--- src/rtl/guess_digit_ctrl.sv ---
// rtl/guess_digit_ctrl.sv - guess-number game controller feeding a 4-digit BCD display
// Scores one guess position per cycle in CHECK, then shows A/B or ends the game.
module guess_digit_ctrl #(
  parameter int SHOW_CYCLES = 50000000,
  parameter int MAX_TRIES   = 10
) (
  input  logic        clk,
  input  logic        rst,
  input  logic        secret_load,
  input  logic [15:0] secret_in,
  input  logic        btn_inc,
  input  logic        btn_next,
  input  logic        btn_enter,
  output logic [3:0]  dig_0,
  output logic [3:0]  dig_1,
  output logic [3:0]  dig_2,
  output logic [3:0]  dig_3,
  output logic [1:0]  cursor,
  output logic [2:0]  a_count,
  output logic [2:0]  b_count,
  output logic        result_valid,
  output logic [3:0]  attempts,
  output logic        win,
  output logic        lose,
  output logic        secret_err,
  output logic        dup_err
);
  typedef enum logic [2:0] {IDLE, ENTRY, CHECK, SHOW, DONE} state_t;

  localparam int            SW        = (SHOW_CYCLES > 1) ? $clog2(SHOW_CYCLES) : 1;
  localparam logic [SW-1:0] SHOW_LAST = SW'(SHOW_CYCLES - 1);
  localparam logic [3:0]    LAST_TRY  = 4'(MAX_TRIES - 1);
  localparam logic [3:0]    BLANK     = 4'hF;

  state_t        state;
  logic [15:0]   secret;
  logic [15:0]   guess;
  logic [1:0]    idx;
  logic [SW-1:0] show_cnt;

  function automatic logic all_distinct(input logic [15:0] v);
    all_distinct = (v[3:0]  != v[7:4])   && (v[3:0]  != v[11:8])  && (v[3:0]  != v[15:12]) &&
                   (v[7:4]  != v[11:8])  && (v[7:4]  != v[15:12]) && (v[11:8] != v[15:12]);
  endfunction

  function automatic logic all_bcd(input logic [15:0] v);
    all_bcd = (v[3:0] <= 4'd9) && (v[7:4] <= 4'd9) && (v[11:8] <= 4'd9) && (v[15:12] <= 4'd9);
  endfunction

  logic [3:0] g_digit;
  logic [3:0] cur_digit;
  logic [3:0] cur_next;
  logic       hit_a;
  logic       hit_b;
  logic       final_win;
  logic       load_ok;

  always_comb begin
    g_digit   = guess[{idx, 2'b00} +: 4];
    hit_a     = (g_digit == secret[{idx, 2'b00} +: 4]);
    hit_b     = !hit_a && ((g_digit == secret[3:0])  || (g_digit == secret[7:4]) ||
                           (g_digit == secret[11:8]) || (g_digit == secret[15:12]));
    final_win = (a_count + 3'(hit_a)) == 3'd4;
    cur_digit = guess[{cursor, 2'b00} +: 4];
    cur_next  = (cur_digit >= 4'd9) ? 4'd0 : cur_digit + 4'd1;
    load_ok   = all_bcd(secret_in) && all_distinct(secret_in);
  end

  always_comb begin
    {dig_3, dig_2, dig_1, dig_0} = {4{BLANK}};
    case (state)
      ENTRY, CHECK: {dig_3, dig_2, dig_1, dig_0} = guess;
      SHOW:         {dig_3, dig_2, dig_1, dig_0} = {1'b0, a_count, BLANK, 1'b0, b_count, BLANK};
      DONE:         {dig_3, dig_2, dig_1, dig_0} = secret;
      default:      ;
    endcase
  end

  always_ff @(posedge clk) begin
    if (rst) begin
      state        <= IDLE;
      secret       <= '0;
      guess        <= '0;
      idx          <= '0;
      show_cnt     <= '0;
      cursor       <= 2'd3;
      a_count      <= '0;
      b_count      <= '0;
      attempts     <= '0;
      win          <= 1'b0;
      lose         <= 1'b0;
      result_valid <= 1'b0;
      secret_err   <= 1'b0;
      dup_err      <= 1'b0;
    end else begin
      result_valid <= 1'b0;
      secret_err   <= 1'b0;
      dup_err      <= 1'b0;
      if (secret_load && load_ok) begin
        secret   <= secret_in;
        guess    <= '0;
        cursor   <= 2'd3;
        attempts <= '0;
        a_count  <= '0;
        b_count  <= '0;
        win      <= 1'b0;
        lose     <= 1'b0;
        state    <= ENTRY;
      end else begin
        // A rejected load still masks the buttons for that cycle; timers keep running.
        secret_err <= secret_load;
        case (state)
          ENTRY: begin
            if (!secret_load) begin
              if (btn_enter) begin
                if (all_distinct(guess)) begin
                  a_count <= '0;
                  b_count <= '0;
                  idx     <= '0;
                  state   <= CHECK;
                end else begin
                  dup_err <= 1'b1;
                end
              end else if (btn_next) begin
                cursor <= cursor - 2'd1;
              end else if (btn_inc) begin
                guess[{cursor, 2'b00} +: 4] <= cur_next;
              end
            end
          end
          CHECK: begin
            a_count <= a_count + 3'(hit_a);
            b_count <= b_count + 3'(hit_b);
            idx     <= idx + 2'd1;
            if (idx == 2'd3) begin
              attempts     <= attempts + 4'd1;
              result_valid <= 1'b1;
              show_cnt     <= '0;
              if (final_win) begin
                win   <= 1'b1;
                state <= DONE;
              end else if (attempts == LAST_TRY) begin
                lose  <= 1'b1;
                state <= DONE;
              end else begin
                state <= SHOW;
              end
            end
          end
          SHOW: begin
            if (show_cnt == SHOW_LAST) begin
              cursor <= 2'd3;
              state  <= ENTRY;
            end else begin
              show_cnt <= show_cnt + SW'(1);
            end
          end
          default: ;
        endcase
      end
    end
  end

endmodule

--- config.mk ---
export PLATFORM = sky130hd
export DESIGN_NAME = guess_digit_ctrl
export DESIGN_NICKNAME = d
export VERILOG_FILES = /design/src/rtl/guess_digit_ctrl.sv
export SDC_FILE = /design/constraint.sdc
export NUM_CORES = 1
export LEC_CHECK = 0
export CAP_MARGIN = 10
export CORE_ASPECT_RATIO = 1.2
export CORE_MARGIN = 3
export CORE_UTILIZATION = 59
export CTS_BUF_LIST = sky130_fd_sc_hd__clkbuf_4
export DETAILED_ROUTE_END_ITERATION = 8
export PLACE_DENSITY_LB_ADDON = 0.3
export SKIP_CTS_REPAIR_TIMING = 1
export SYNTH_ARGS = -nofsm -noshare
export SYNTH_HDL_FRONTEND = slang
export SYNTH_SLANG_ARGS = --single-unit
--- constraint.sdc ---
create_clock -name clk -period 3.89 [get_ports clk]
set_clock_uncertainty 0.2 [all_clocks]
set_input_delay 0.778 -clock clk [delete_from_list [all_inputs] [get_ports clk]]
set_output_delay 0.778 -clock clk [all_outputs]
set_load 0.03 [all_outputs]
==> results.cfg, run 1 <==
[synth]
syn-cell-area_mm2 = 0.00508
synth_top_area_cell = dfxtp_1
avgSynthCellArea_um2 = 8.29
synthArstFlopShare_pct = 0
yosys_warnings = 0
syn_nets = 651
synth_top_area_share_pct = 31.5
ys_types = 55
synth_edf_count = 0
synth_area_leaders = dfxtp_1 32%, xor2_1 9.8%, nand2_1 5.0%, mux2i_1 4.1%, nor2_1 4.1%
yosys_most_used_dff = dfxtp_1
yosysSeqAreaShare_pct = 31.5
ys_ff_latch = 80
syn_inst = 613

[timing]
rsz0062_at_grt = false
slew_headroom_pct = 54.6
setup_viol = 0
tns_ns = 0
worst_slack_ns = 0.349
slew_viol_final = 0
period_needed_ns = 3.54
period_share_pct = 91.0
fmax_mhz = 282
tightest_slew_ns = 0.675
hold_viol = 0

[route]
viasPerCell = 6.20
drtIter0Drc = 308
drt-total-wl_um = 13700
drc = 0
drtAntennaViolNets = 0
vias = 4845
dr.pass1.iters = 6
wire_per_inst_um = 17.5

[clocking]
numClockSinks = 80
cts.clk_slew.worst_paths_ns = 0.14
root_buffer = clkbuf_4
cts_buffer_depth = 2
cts_tree = built
htree_levels = 3
cts-buffers-inserted = 9
clk_latency_ns = 0.44

[layout]
final_util_pct = 71.7
n_antenna_cell = 0
drive_above_1_share_pct = 8.70
nNetsFinal = 700
syn2layout_area_growth_pct = 16.3

[die]
die_area_mm2 = 0.00977
die_x_um = 90.7
core-area_mm2 = 0.00824
rows = 36
ioPinCount = 55
start_util_pct = 61.6
die_h_um = 108

[critical_path]
arrival_ns = 3.68
r2r-start = idx[1]$_SDFFE_PP0P_
r2r_setup_slack_ns = 0.35
path_class = flop to flop
start_kind = flop
worstReg2RegEnd = state[1]$_SDFFE_PP0P_
rr_worst_depth = 13
end_kind = flop
worstPathMaxFanout = 12
worstPathRequired_ns = 4.02

[placement]
dp_hpwl_um = 10400
port_buffers = 54
place_ws_ns = 0.214
place_congestion = 0.984

[power]
clock_power_share_pct = 32.6
finalPower_mw = 1.58
p_int_mw = 1.12
p_sw_share_pct = 28.9
ir_drop_v = 0.000185
switching_power_mw = 0.456
cellPowerDensity_mw_per_mm2 = 267
p_seq_share_pct = 52.9
leakagePower_nw = 2.08
pwr-share-comb_pct = 14.5

[grt]
grt_antenna_before_repair = 0
grt_max_degree = 33
grt_pass1_wl_um = 22600
grt_usage_pct = 28.7
grt_overflow_total = 0
grt_pass1_vias = 4750

[worst_hold_path]
min_path_type = flop to flop
hold-path-cell-count = 2
whs_endpoint = secret[4]$_SDFFE_PP0P_
worstHoldStart = secret[4]$_SDFFE_PP0P_

[flow_run]
max_cap_viol_count = 0

[outcome]
status = completed
==> logic make-up after synthesis <==
kind of cell / after synthesis / share of synthesized area [%]
AND/OR/NAND/NOR: 231 / 22.7
AO/OA/AOI/OAI: 124 / 16.5
flip-flops: 80 / 31.5
XOR/XNOR: 76 / 13.1
buffers and inverters: 54 / 4.63
multiplexers: 30 / 7.24
adder cells (fa/ha/maj): 18 / 4.33
==> layout make-up <==
type / instances / area, µm²
flip-flops and latches: 80 / 1600
well taps: 114 / 143
clock buffers: 9 / 67.6
multi-input cells: 479 / 3240
clock inverters: 7 / 78.8
repair buffers: 77 / 713
fillers: 663 / 2340
inverters: 15 / 56.3
==> stage by stage <==
step / cells / hold slack, ns / area, µm²
floorplan: 613 / 0.256 / 5080
global placement: 765 / 0.273 / 5760
detailed placement: 765 / 0.278 / 5760
CTS: 781 / 0.309 / 5900
global route: 781 / 0.329 / 5910
finish: 781 / 0.310 / 5910
==> power groups by stage <==
stage / combinational [mW] / clock [mW] / sequential, mW
floorplan: 0.133 / 0 / 0.851
global placement: 0.224 / 0 / 0.853
detailed placement: 0.227 / 0 / 0.854
CTS: 0.228 / 0.520 / 0.836
global route: 0.245 / 0.554 / 0.837
finish: 0.229 / 0.514 / 0.836
==> worst max-delay path by stage <==
| stage | from | to | slack (ns) | cells past startpoint |
|---|---|---|---|---|
| final | idx[1]$_SDFFE_PP0P_ | state[1]$_SDFFE_PP0P_ | 0.35 | 13 |
| after CTS | idx[1]$_SDFFE_PP0P_ | state[1]$_SDFFE_PP0P_ | 0.19 | 13 |
| after detailed placement | idx[1]$_SDFFE_PP0P_ | state[1]$_SDFFE_PP0P_ | 0.21 | 13 |
| after global placement | idx[1]$_SDFFE_PP0P_ | state[1]$_SDFFE_PP0P_ | 0.40 | 13 |
| after global routing | idx[1]$_SDFFE_PP0P_ | state[1]$_SDFFE_PP0P_ | 0.11 | 13 |
| after floorplan | idx[0]$_SDFFE_PP0P_ | state[0]$_SDFFE_PP0P_ | 0.67 | 13 |
==> cells in the final DEF, fill, tap and decap left out, types with 14 or more instances in the layout <==
master,count
ha_1,16
nand3_1,15
dfxtp_1,78
clkdlybuf4s50_1,54
buf_4,23
a21oi_1,41
xnor2_1,19
nor3_1,18
nand2_1,68
nor4_1,14
nand4_1,18
nor2_1,55
xor2_1,57
o21ai_0,16
mux2i_1,21
a2bb2oi_1,16
==> synth_stat cells (all sizes together), types with 2 or more instances <==
cell type	number
nand3	15
a2bb2oi	16
nor4	16
or4bb	2
mux2	4
or3	4
mux4	5
buf	12
a32o	5
o22a	12
nand2	68
nand2b	2
mux2i	21
ha	16
a21o	5
clkinv	2
or4b	3
dfxtp	80
nor2	57
or4	7
and2	5
o41ai	3
and3	6
a22oi	4
a211oi	6
xnor2	19
a31oi	3
o21ai	17
nor3	18
a21oi	41
nand3b	3
o31ai	7
o22ai	3
maj3	2
nand4	18
clkbuf	27
inv	13
xor2	57
==> metal layers <==
metal  GRT usage, %  vias up  part of all wire, %
met4           15.8        0                  4.3
met1           32.8     2274                   39
met5              0        -                    0
li1               -     2314                    -
met3           3.99       57                  5.3
met2           51.7      200                   51
==> worst max-delay path, cell delays in order (launching register included) <==
cell and delay [ns]:
dfxtp_2 0.55, mux2i_1 0.23, mux2_2 0.26, xor2_1 0.20, nand4_1 0.15, mux4_2 0.53
inv_1 0.08, ha_1 0.14, ha_1 0.25, or3_1 0.41, nand2b_1 0.13, o21ai_0 0.09
mux2i_1 0.15, nor3_1 0.06
==> state kept, by name, indices dropped and copies added, names as in the netlist <==
name and flops:
b_count 3, lose 1, secret 16, guess 16, cursor 2, a_count 3, result_valid 1, win 1
show_cnt 26, secret_err 1, dup_err 1, state 3, idx 2, attempts 4
(Power assumes the default switching activity.)
==> run 2: changes to the inputs <==
--- a/config.mk
+++ b/config.mk
@@ -12,7 +12,9 @@
 export CTS_BUF_LIST = sky130_fd_sc_hd__clkbuf_4
 export DETAILED_ROUTE_END_ITERATION = 8
 export PLACE_DENSITY_LB_ADDON = 0.3
+export RECOVER_POWER = 100
 export SKIP_CTS_REPAIR_TIMING = 1
 export SYNTH_ARGS = -nofsm -noshare
 export SYNTH_HDL_FRONTEND = slang
 export SYNTH_SLANG_ARGS = --single-unit
+export TNS_END_PERCENT = 5
==> run 2 against run 1 <==
  * Flip-flop and latch count did not move
  * Utilization fell by 0.39 points
  * Setup slack got worse by 0.022 ns
  * Non-clock buffer count did not move
  * First-iteration DRC count fell by 7.1%
  * Via count did not move
  * Total power fell by 0.68%
  * Wire length barely moved
  * Register-to-register slack got worse by 0.02 ns
  * Hold slack improved by 0.00080 ns
  * Combinational power fell by 4%
  * Critical endpoint is now dig_0[1]
  * Largest power group unchanged
  * Highest routed layer unchanged
==> results.cfg, run 2 (synthesis gave the netlist of run 1 again) <==
[grt]
grt_max_degree = 33
grt_antenna_before_repair = 0
grt_pass1_vias = 4750
grt_pass1_wl_um = 22600
grt_usage_pct = 28.7
grt_overflow_total = 0

[layout]
instances_no_fill = 781
final_common_cell = dfxtp_1
top_regs = show_cnt (26), guess (16), secret (16)
nNetsFinal = 700
n_antenna_cell = 0
syn2layout_area_growth_pct = 15.6
layout_common_cells = 78 x dfxtp_1, 68 x nand2_1, 57 x xor2_1
drive_above_1_share_pct = 7.50
top_register = show_cnt
largest_register_ffs = 26

[die]
start_util_pct = 61.6
die_h_um = 108
die_area_mm2 = 0.00977
core-area_mm2 = 0.00824
die_x_um = 90.7
rows = 36
ioPinCount = 55

[power]
ir_drop_v = 0.000185
cellPowerDensity_mw_per_mm2 = 267
p_seq_share_pct = 53.3
leakagePower_nw = 2.07
clock_power_share_pct = 32.8
pwr-share-comb_pct = 14.0
p_sw_share_pct = 28.9
switching_power_mw = 0.454
p_int_mw = 1.11

[route]
drtAntennaViolNets = 0
dr.pass1.iters = 5
wire_per_inst_um = 17.5
vias = 4845
viasPerCell = 6.20
drtIter0Drc = 286
drc = 0
drt-total-wl_um = 13700

[clocking]
root_buffer = clkbuf_4
cts_tree = built
numClockSinks = 80
htree_levels = 3
cts-buffers-inserted = 9
cts_buffer_depth = 2
cts.clk_slew.worst_paths_ns = 0.14
clk_latency_ns = 0.45

[timing]
slew_headroom_pct = 31.2
slew_viol_final = 0
setup_viol = 0
tightest_slew_ns = 1.03
rsz0062_at_grt = false
fmax_mhz = 281
period_share_pct = 91.6
period_needed_ns = 3.56
hold_ws_ns = 0.311
tns_ns = 0
hold_viol = 0

[critical_path]
path_class = flop to output pin
end_kind = output pin
rr_worst_depth = 13
worstPathMaxFanout = 16
arrival_ns = 2.59
start_kind = flop
worstPathRequired_ns = 2.91

[worst_hold_path]
hold-path-cell-count = 2
min_path_type = flop to flop

[placement]
dp_hpwl_um = 10400
port_buffers = 54
dpl.cell_count = 765
place_congestion = 0.984

[outcome]
status = completed

[flow_run]
max_cap_viol_count = 0
run 2: cell count changes in the layout (fill, tap and decap cells not counted), sizes merged:
cell           before  now
clkbuf              9   15
dlygate4sd3         0   33
buf                23   17
clkdlybuf4s50      54   21
run 2: path summary, 6_finish.rpt:
| path | slack (ns) | from | endpoint |
|---|---|---|---|
| worst max-delay path | 0.33 | state[1]$_SDFFE_PP0P_ | dig_0[1] |
| worst max register to register | 0.33 | guess[12]$_SDFFE_PP0P_ | state[1]$_SDFFE_PP0P_ |
| worst min-delay path | 0.31 | secret[4]$_SDFFE_PP0P_ | secret[4]$_SDFFE_PP0P_ |
| worst min register to register | 0.31 | secret[4]$_SDFFE_PP0P_ | secret[4]$_SDFFE_PP0P_ |
run 2: metal layers:
layer  GRT usage [%]  vias up  wire length (µm)
met5               0        -                 0
met4            15.8        0               544
met3            3.99       49               734
met2            51.7      190              6990
met1            32.8     2297              5400
li1                -     2309                 -
run 2: final cells by class:
class | count | area (µm²)
multi-input combinational | 479 | 3230
fill | 676 | 2370
sequential | 80 | 1600
timing repair buffer | 77 | 693
tap | 114 | 143
clock inverter | 7 | 78.8
clock buffer | 9 | 67.6
inverter | 15 | 56.3
run 2: power by group through the flow:
stage / clock network, mW / registers, mW / logic [mW]
final: 0.514 / 0.836 / 0.219
after global routing: 0.554 / 0.837 / 0.235
after CTS: 0.520 / 0.836 / 0.228
after detailed placement: 0 / 0.854 / 0.227
after global placement: 0 / 0.853 / 0.224
after floorplan: 0 / 0.851 / 0.133
run 2: critical path, cell delays in order, from the launching register on:
cell,delay (ns)
dfxtp_2,0.52
inv_1,0.18
nand3_1,0.33
buf_4,0.22
o22a_1,0.14
dlygate4sd3_1,0.74
run 2: per-stage QoR:
stage | utilization, % | power (mW) | area (µm²) | worst slack, ns
after detailed placement | 69.9 | 1.08 | 5760 | 0.214
after CTS | 71.6 | 1.58 | 5900 | 0.186
after global placement | 69.9 | 1.08 | 5760 | 0.401
after global routing | 71.3 | 1.63 | 5870 | 0.0662
final | 71.3 | 1.57 | 5870 | 0.327
after floorplan | - | 0.984 | 5080 | 0.672
